==> config.mk <==
export PLATFORM = sky130hd
export DESIGN_NAME = vpu_seq_ctrl
export DESIGN_NICKNAME = d
export VERILOG_FILES = /design/src/rtl/vpu_pkg.sv /design/src/rtl/vpu.sv /design/src/rtl/vpu_lane.sv /design/src/rtl/vpu_regfile.sv /design/src/rtl/vpu_seq_ctrl.sv
export SDC_FILE = /design/constraint.sdc
export NUM_CORES = 2
export LEC_CHECK = 0
export CORE_MARGIN = 4
export CORE_UTILIZATION = 54
export DETAILED_ROUTE_END_ITERATION = 7
export PLACE_DENSITY = 0.69
export SLEW_MARGIN = 20
export SYNTH_ARGS = -nofsm -noshare
export SYNTH_HDL_FRONTEND = slang
export SYNTH_HIERARCHICAL = 1
export SYNTH_SLANG_ARGS = --single-unit
==> constraint.sdc <==
create_clock -name clk -period 22.6 [get_ports clk]
set_input_delay 4.52 -clock clk [delete_from_list [all_inputs] [get_ports clk]]
set_output_delay 4.52 -clock clk [all_outputs]
set_load 0.05 [all_outputs]
==> src/rtl/vpu_pkg.sv <==
// Shared definitions for the VPU sequencing controller and its datapath.
//   - opcode constants for the three legal vector ops
//   - bit positions of the instruction fields in the 15-bit instruction word
//   - controller state enum and latched-instruction struct
//   - op_legal(): true for the opcodes the VPU implements
package vpu_pkg;
  localparam int NUM_LANES = 8;
  localparam int VEC_W     = 8;

  localparam logic [5:0] OP_VADD = 6'b010000;
  localparam logic [5:0] OP_VSUB = 6'b010001;
  localparam logic [5:0] OP_VDOT = 6'b010010;

  localparam int OP_MSB  = 14;
  localparam int OP_LSB  = 9;
  localparam int RD_MSB  = 8;
  localparam int RD_LSB  = 6;
  localparam int RS1_MSB = 5;
  localparam int RS1_LSB = 3;
  localparam int RS2_MSB = 2;
  localparam int RS2_LSB = 0;

  typedef enum logic [1:0] {IDLE, EXEC, WB} state_t;

  typedef struct packed {
    logic [5:0] op;
    logic [2:0] rd;
    logic [2:0] rs1;
    logic [2:0] rs2;
  } instr_t;

  function automatic logic op_legal(input logic [5:0] op);
    return (op == OP_VADD) || (op == OP_VSUB) || (op == OP_VDOT);
  endfunction
endpackage

==> src/rtl/vpu.sv <==
// Combinational VPU datapath: NUM_LANES independent lanes plus a dot-product
// reduction tree.
//   en       : output is forced to zero when low
//   op       : VADD / VSUB give per-lane results, VDOT gives the full-width
//              sum of lane products in the low bits
//   a, b     : packed lane operands
//   out      : result vector
module vpu
  import vpu_pkg::*;
#(
  parameter int NUM_LANES = 8,
  parameter int VEC_W     = 8
) (
  input  logic                             en,
  input  logic [5:0]                       op,
  input  logic [NUM_LANES-1:0][VEC_W-1:0]  a,
  input  logic [NUM_LANES-1:0][VEC_W-1:0]  b,
  output logic [NUM_LANES*VEC_W-1:0]       out
);
  localparam int SW = 2*VEC_W + $clog2(NUM_LANES);

  logic [NUM_LANES-1:0][VEC_W-1:0]   lres;
  logic [NUM_LANES-1:0][2*VEC_W-1:0] lprod;
  logic [SW-1:0]                     sum;

  for (genvar i = 0; i < NUM_LANES; i++) begin : g_lane
    vpu_lane #(.VEC_W(VEC_W)) u_lane (
      .op  (op),
      .a   (a[i]),
      .b   (b[i]),
      .res (lres[i]),
      .prod(lprod[i])
    );
  end

  always_comb begin
    sum = '0;
    for (int i = 0; i < NUM_LANES; i++) sum = sum + SW'(lprod[i]);
  end

  always_comb begin
    out = '0;
    if (en) begin
      if (op == OP_VDOT) out[SW-1:0] = sum;
      else               out = lres;
    end
  end
endmodule

==> src/rtl/vpu_lane.sv <==
// One 8-bit VPU lane.
//   op   : opcode (selects add or subtract for res)
//   a, b : lane operands
//   res  : a+b or a-b, mod 2^VEC_W
//   prod : full-width a*b, consumed by the dot-product reduction
module vpu_lane
  import vpu_pkg::*;
#(
  parameter int VEC_W = 8
) (
  input  logic [5:0]         op,
  input  logic [VEC_W-1:0]   a,
  input  logic [VEC_W-1:0]   b,
  output logic [VEC_W-1:0]   res,
  output logic [2*VEC_W-1:0] prod
);
  assign res  = (op == OP_VSUB) ? (a - b) : (a + b);
  assign prod = (2*VEC_W)'(a) * (2*VEC_W)'(b);
endmodule

==> src/rtl/vpu_regfile.sv <==
// NREGS x VW vector register file.
//   clk, rst_n : clock, async active-low clear of every entry
//   we, waddr, wdata : single write port (caller arbitrates WB vs host)
//   ra1/rd1, ra2/rd2 : operand read ports, combinational
//   ra3/rd3          : host read port, combinational
module vpu_regfile #(
  parameter int NREGS = 8,
  parameter int VW    = 64,
  parameter int AW    = $clog2(NREGS)
) (
  input  logic          clk,
  input  logic          rst_n,
  input  logic          we,
  input  logic [AW-1:0] waddr,
  input  logic [VW-1:0] wdata,
  input  logic [AW-1:0] ra1,
  output logic [VW-1:0] rd1,
  input  logic [AW-1:0] ra2,
  output logic [VW-1:0] rd2,
  input  logic [AW-1:0] ra3,
  output logic [VW-1:0] rd3
);
  logic [NREGS-1:0][VW-1:0] mem;

  always_ff @(posedge clk or negedge rst_n) begin
    if (!rst_n)  mem        <= '0;
    else if (we) mem[waddr] <= wdata;
  end

  assign rd1 = mem[ra1];
  assign rd2 = mem[ra2];
  assign rd3 = mem[ra3];
endmodule

==> src/rtl/vpu_seq_ctrl.sv <==
// Sequencing controller for the 8-lane VPU.
// Accepts one instruction at a time (IDLE -> EXEC -> WB), reads two source
// registers in EXEC, captures the VPU result, and writes it back in WB.
//   clk, rst_n          : clock, async active-low reset
//   instr_valid/ready   : instruction handshake, instr = {op,rd,rs1,rs2}
//   wr_en/addr/data     : host register load, honoured only while idle
//   rd_addr/rd_data     : combinational host register read
//   busy, done, err     : not-idle, retire pulse, sticky illegal-opcode flag
//   err_clr             : clears err (a new error in the same cycle wins)
module vpu_seq_ctrl
  import vpu_pkg::*;
#(
  parameter int NREGS = 8,
  parameter int VW    = 64
) (
  input  logic                     clk,
  input  logic                     rst_n,
  input  logic                     instr_valid,
  output logic                     instr_ready,
  input  logic [14:0]              instr,
  input  logic                     wr_en,
  input  logic [$clog2(NREGS)-1:0] wr_addr,
  input  logic [VW-1:0]            wr_data,
  input  logic [$clog2(NREGS)-1:0] rd_addr,
  output logic [VW-1:0]            rd_data,
  output logic                     busy,
  output logic                     done,
  output logic                     err,
  input  logic                     err_clr
);
  localparam int AW = $clog2(NREGS);

  state_t        state, nstate;
  instr_t        iq;
  logic [VW-1:0] result_q, opa, opb, vout, wb_data;
  logic          legal, vpu_en, rf_we;
  logic [AW-1:0] rf_waddr;

  assign legal = op_legal(iq.op);

  always_ff @(posedge clk or negedge rst_n) begin
    if (!rst_n) state <= IDLE;
    else        state <= nstate;
  end

  always_comb begin
    nstate      = state;
    instr_ready = 1'b0;
    busy        = 1'b1;
    done        = 1'b0;
    vpu_en      = 1'b0;
    unique case (state)
      IDLE: begin
        instr_ready = 1'b1;
        busy        = 1'b0;
        if (instr_valid) nstate = EXEC;
      end
      EXEC: begin
        vpu_en = legal;
        nstate = WB;
      end
      WB: begin
        done   = 1'b1;
        nstate = IDLE;
      end
      default: nstate = IDLE;
    endcase
  end

  // Dot product keeps only the low byte of the sum; the upper VPU bits are
  // never allowed into the register file.
  always_comb begin
    wb_data = vout;
    if (iq.op == OP_VDOT) wb_data = {{(VW-8){1'b0}}, vout[7:0]};
  end

  always_ff @(posedge clk or negedge rst_n) begin
    if (!rst_n) begin
      iq       <= '0;
      result_q <= '0;
      err      <= 1'b0;
    end else begin
      if (instr_valid && instr_ready) begin
        iq.op  <= instr[OP_MSB:OP_LSB];
        iq.rd  <= instr[RD_MSB:RD_LSB];
        iq.rs1 <= instr[RS1_MSB:RS1_LSB];
        iq.rs2 <= instr[RS2_MSB:RS2_LSB];
      end
      if (state == EXEC) result_q <= wb_data;
      if (state == EXEC && !legal) err <= 1'b1;
      else if (err_clr)            err <= 1'b0;
    end
  end

  // WB owns the write port; host loads only land while idle.
  assign rf_we    = (state == WB && legal) || (state == IDLE && wr_en);
  assign rf_waddr = (state == WB) ? AW'(iq.rd) : wr_addr;

  vpu_regfile #(.NREGS(NREGS), .VW(VW)) u_rf (
    .clk  (clk),
    .rst_n(rst_n),
    .we   (rf_we),
    .waddr(rf_waddr),
    .wdata((state == WB) ? result_q : wr_data),
    .ra1  (AW'(iq.rs1)),
    .rd1  (opa),
    .ra2  (AW'(iq.rs2)),
    .rd2  (opb),
    .ra3  (rd_addr),
    .rd3  (rd_data)
  );

  vpu #(.NUM_LANES(NUM_LANES), .VEC_W(VEC_W)) u_vpu (
    .en (vpu_en),
    .op (iq.op),
    .a  (opa),
    .b  (opb),
    .out(vout)
  );
endmodule

; Word-level counts from Yosys, hierarchy flattened
; Cells that the tools add are included.
[word_totals]
regBits = 594
in_bits = 90
word_cells = 99
[classes]
add_sub_neg = 23
multipliers = 8
magnitude_cmp = 5
eq_ne = 6
muxes = 31
n_reduce_logical = 11
[ops]
columns = operator, n
row1 = $bmux W64 S3, 3
row2 = $bwmux W512, 1
row3 = $mux W64, 7
row4 = $demux W64 S3, 1
row5 = $mul A8 B8 Y16, 8
row6 = $add A19 B16 Y19, 6
row7 = $add A8 B8 Y8, 8
row8 = $mux W8, 8
row9 = $sub A8 B8 Y8, 8
row10 = $mux W45, 1
row11 = $mux W19, 1
row12 = $eq A6 B5 Y1 const B, 3
row13 = $add A16 B16 Y17, 1
row14 = $lt A3 B4 Y1 const B, 4
row15 = $mux W1, 6
row16 = $logic_and A1 B1 Y1, 5
row17 = $pmux W2 S2, 1
row18 = $ge A3 B1 Y1 const B, 1
row19 = $logic_or A1 B1 Y1, 3
row20 = $mux W3, 1
row21 = $eq A2 B1 Y1 const B, 1
row22 = $eq A2 B2 Y1 const B, 1
row23 = $logic_not A2 Y1, 1
row24 = $mux W2, 1
row25 = other kinds (3), 3

; Depth between registers and ports, before layout
[logic_depth]
word_depth = 13
mapped_depth = 38
depth_no_buf = 35

; Hierarchy
; The synthesis kept the hierarchy.
[modules_own_cells]
columns = module, n_inst, cells_each, area_each_um2, seq_area_each_um2
row1 = vpu_regfile, 1, 1768, 30444.2, 12812.3
row2 = vpu_lane (u_vpu.g_lane[0].u_lane ...), 5, 301, 2521.2, 0.0
row3 = vpu, 1, 527, 4136.5, 0.0
row4 = vpu_seq_ctrl, 1, 399, 4013.8, 2052.0
row5 = vpu_lane (u_vpu.g_lane[6].u_lane), 1, 309, 2598.7, 0.0
row6 = vpu_lane (u_vpu.g_lane[7].u_lane), 1, 310, 2595.0, 0.0
row7 = vpu_lane (u_vpu.g_lane[5].u_lane), 1, 301, 2522.4, 0.0

; Least setup slack after synthesis
; Ideal clock, no wire load.
[synth_path]
kind = input port to output port
start = input rd_addr[0]
end = output rd_data[43]
t_arrival_ps = 5778
setup_slack_ps = 12302
stages = 4
path_buffers = 2
cell_sequence = buf_6 -> buf_4 -> mux4_2 -> mux2_2
[synth_between]
elab_chain_len = 2
[synth_rtl]
columns = element, line_no
row1 = start: declaration, vpu_seq_ctrl.sv:24  ; input logic [$clog2(NREGS)-1:0] rd_addr,
row2 = $bmux W64 S3, vpu_regfile.sv:32  ; assign rd3 = mem[ra3];
row3 = $mux W64 (implied by the code), vpu_regfile.sv:32
row4 = end: declaration, vpu_seq_ctrl.sv:25  ; output logic [VW-1:0] rd_data,
; No other way between the ends. The select of a mux whose other input is x is not followed.

; Worst setup path after layout
[layout_path]
start = input rd_addr[2]
end = output rd_data[35]
; Same word-level chain as after synthesis.

==> reports/qor.txt <==
measured slew at the worst slew-check pin -> 1010 ps
Resized Gates After CTS -> 0
synth warn -> 6
port bufs -> 157
H-Tree Level Count -> 3
Die H -> 338 um
hpwl dp -> 108000 um
global-route usage over all layers -> 0.269
setup repair bufs after CTS -> 0
via count of the routed design -> 40200
Post-synth EDFFs -> 0
final hold violations -> 0
Avg Cell Area, Syn -> 11.5 um2
clk_lat worst skew -> 650 ps
f_max -> 82.5 MHz
critical path capture point type -> primary output
placed cell count -> 6470
antenna-violating nets left -> 0
Post-Syn Instances -> 5119
CP bufs+invs -> 3
Core Area -> 108000 um2
Bufs on Longest Clock Path -> 3
synthesized flop and latch total -> 594
CTS clk-pin slew, worst paths -> 70 ps
WL final -> 153000 um
first-pass GRT wire length -> 243000 um
routed len/inst -> 23.1 um
clock skew -> 18.8 ps
sequential area share after synthesis -> 0.252
crit-path leading delay family -> buffers and inverters
Mapped Nets -> 5979
CTS tree -> yes
Rows -> 120
Layout Nets -> 6001
Num Clock Sinks -> 594
number of remaining DRC errors -> 0
area growth from synthesis to layout -> 7.93%
antenna violations before repair -> 3
CP max-delay cell -> buf_4
layout cells sized above 1 -> 0.265
die footprint -> 114000 um2
die width -> 338 um
worst hold path type -> flop to flop
CP max stage delay -> 780 ps
DRT iter0 DRCs -> 3049
total grt overflow -> 0
CP arrival -> 7600 ps
status -> finished clean
Mapped Area -> 58900 um2
startpoint types -> input pin
Setup TNS -> 0 ps
# hold bufs at CTS -> 0
Final min period -> 12120 ps
Max-Slew Margin vs Limit -> 0.323
cell breakdown of the critical path -> buf_6 > buf_4 > mux4_2 > mux2_2 > clkdlybuf4s50_1
type of the worst setup path -> input pin to primary output
CTS root buf -> clkbuf_16
Worst Path Required -> 18080 ps
DRT Pass-1 Iters -> 5
vias in the first global route -> 42400
Worst Path Max Fanout -> 75
Final Non-Filler Cells -> 6600
CTS buffer count -> 70
Vias per Instance -> 6.10
Main synth FF type -> dfrtp_1
Slew Viols, Final -> 0
Distinct cells, synth -> 71
RSZ-0062 raised after global routing -> false
Final setup viols -> 0
largest net degree at the start of global routing -> 123
fin crit share -> 0.536
fraction of registers with async set/reset -> 1.00
I/O Pins -> 158
initial core utilization -> 0.547
GP Congestion -> 0.910
total of max-cap violations -> 0
-- worst paths after layout --
path	from	endpoint	slack, ps	cells past startpoint
min in group asynchronous	rst_n	u_rf/mem[509]$_DFFE_PN0P_	3950	1
max in group asynchronous	rst_n	u_rf/mem[152]$_DFFE_PN0P_	14860	5
hold reg to reg	result_q[1]$_DFFE_PN0P_	result_q[1]$_DFFE_PN0P_	500	2
setup / recovery	rd_addr[2]	rd_data[35]	10480	5
hold / removal	result_q[1]$_DFFE_PN0P_	result_q[1]$_DFFE_PN0P_	500	2
setup reg to reg	iq[0]$_DFFE_PN0P_	result_q[17]$_DFFE_PN0P_	11570	34
-- metrics by stage --
stage | hold WS [ps] | cell area, um2 | worst slack (ps) | utilization
floorplan | 440 | 58900 | 12300 | -
global placement | 459 | 61300 | 10490 | 0.569
detailed placement | 477 | 61300 | 10430 | 0.569
CTS | 493 | 63500 | 10440 | 0.590
global route | 522 | 63600 | 10320 | 0.591
finish | 498 | 63600 | 10480 | 0.591
-- logic make-up (layout without fill, tap and decap cells) --
| group | Yosys count | in the layout | share of synthesized area |
|---|---|---|---|
| xor gates and xnor gates | 197 | 197 | 0.0293 |
| other | 0 | 3 | 0 |
| muxes | 1178 | 1178 | 0.298 |
| and+or+nand+nor | 1026 | 1026 | 0.0936 |
| buffers and inverters | 933 | 1008 | 0.0670 |
| AOI/OAI and AO/OA | 421 | 421 | 0.0461 |
| DFF | 594 | 594 | 0.252 |
| adders and majority gates | 770 | 770 | 0.213 |
-- worst min-delay path: cells and delay by family, from the launching register on --
kind             cells  cell delay, ps
flip-flops           1             350
AND/OR/NAND/NOR      2             110
-- per-layer routing --
metal	GRT usage	wire, um
met1	0.368	64800
met5	0	0
met2	0.447	74400
met4	0.0877	4930
met3	0.0359	8370
-- synth_stat cells (all sizes together) (3+ instances only) --
master   count  area, um2
mux2       786       8850
inv        676       2540
dfrtp      594      14900
and2       392       2450
fa         391       7830
mux4       384       8650
ha         379       4740
nand2      301       1130
a21oi      173        877
buf        168       1080
xnor2      148       1300
nor2       121        454
clkbuf      89        334
and3        49        307
xor2        49        429
o21ai       42        210
nor3        37        190
nand3       36        180
a21o        34        258
o211ai      30        225
a31oi       28        213
o21a        23        174
nor2b       22        138
a211oi      18        145
nand2b      17        106
o21bai      17        128
o2111ai     14        123
or4b        11        144
nor3b       10        165
o41ai        9       78.8
mux2i        8       80.1
o31ai        8       60.1
a21boi       6       45.0
nor4         6       37.5
nand4        5       31.3
nand4b       4       35.0
nor4b        4       47.6
a221o        3       30.0
and4bb       3       37.5
-- sequential cells by signal, summed over array words and instances (netlist names) --
register and cells:
err 1, iq 15, result_q 64, state 2, u_rf/mem 512
-- final cells by class --
class	count	area [um2]
Antenna cell	3	7.51
Clock buffer	102	1990
Clock inverter	23	289
Fill cell	8757	44100
Inverter	676	2540
Multi-Input combinational cell	3592	40100
Sequential cell	594	14900
Tap cell	1403	1760
Timing Repair Buffer	207	1970
-- cell usage in the layout (no fill, tap or decap), drive strengths merged, types with 42 or more instances in the layout --
master	instances
a21oi	173
and2	392
and3	49
buf	54
clkbuf	102
clkdlybuf4s50	153
dfrtp	594
fa	391
ha	379
inv	681
mux2	786
mux4	384
nand2	301
nor2	121
o21ai	42
xnor2	148
xor2	49
Power is left out: the tool's default activity adds up to more than one toggle a clock period on the data nets, which glitch-free logic cannot reach.
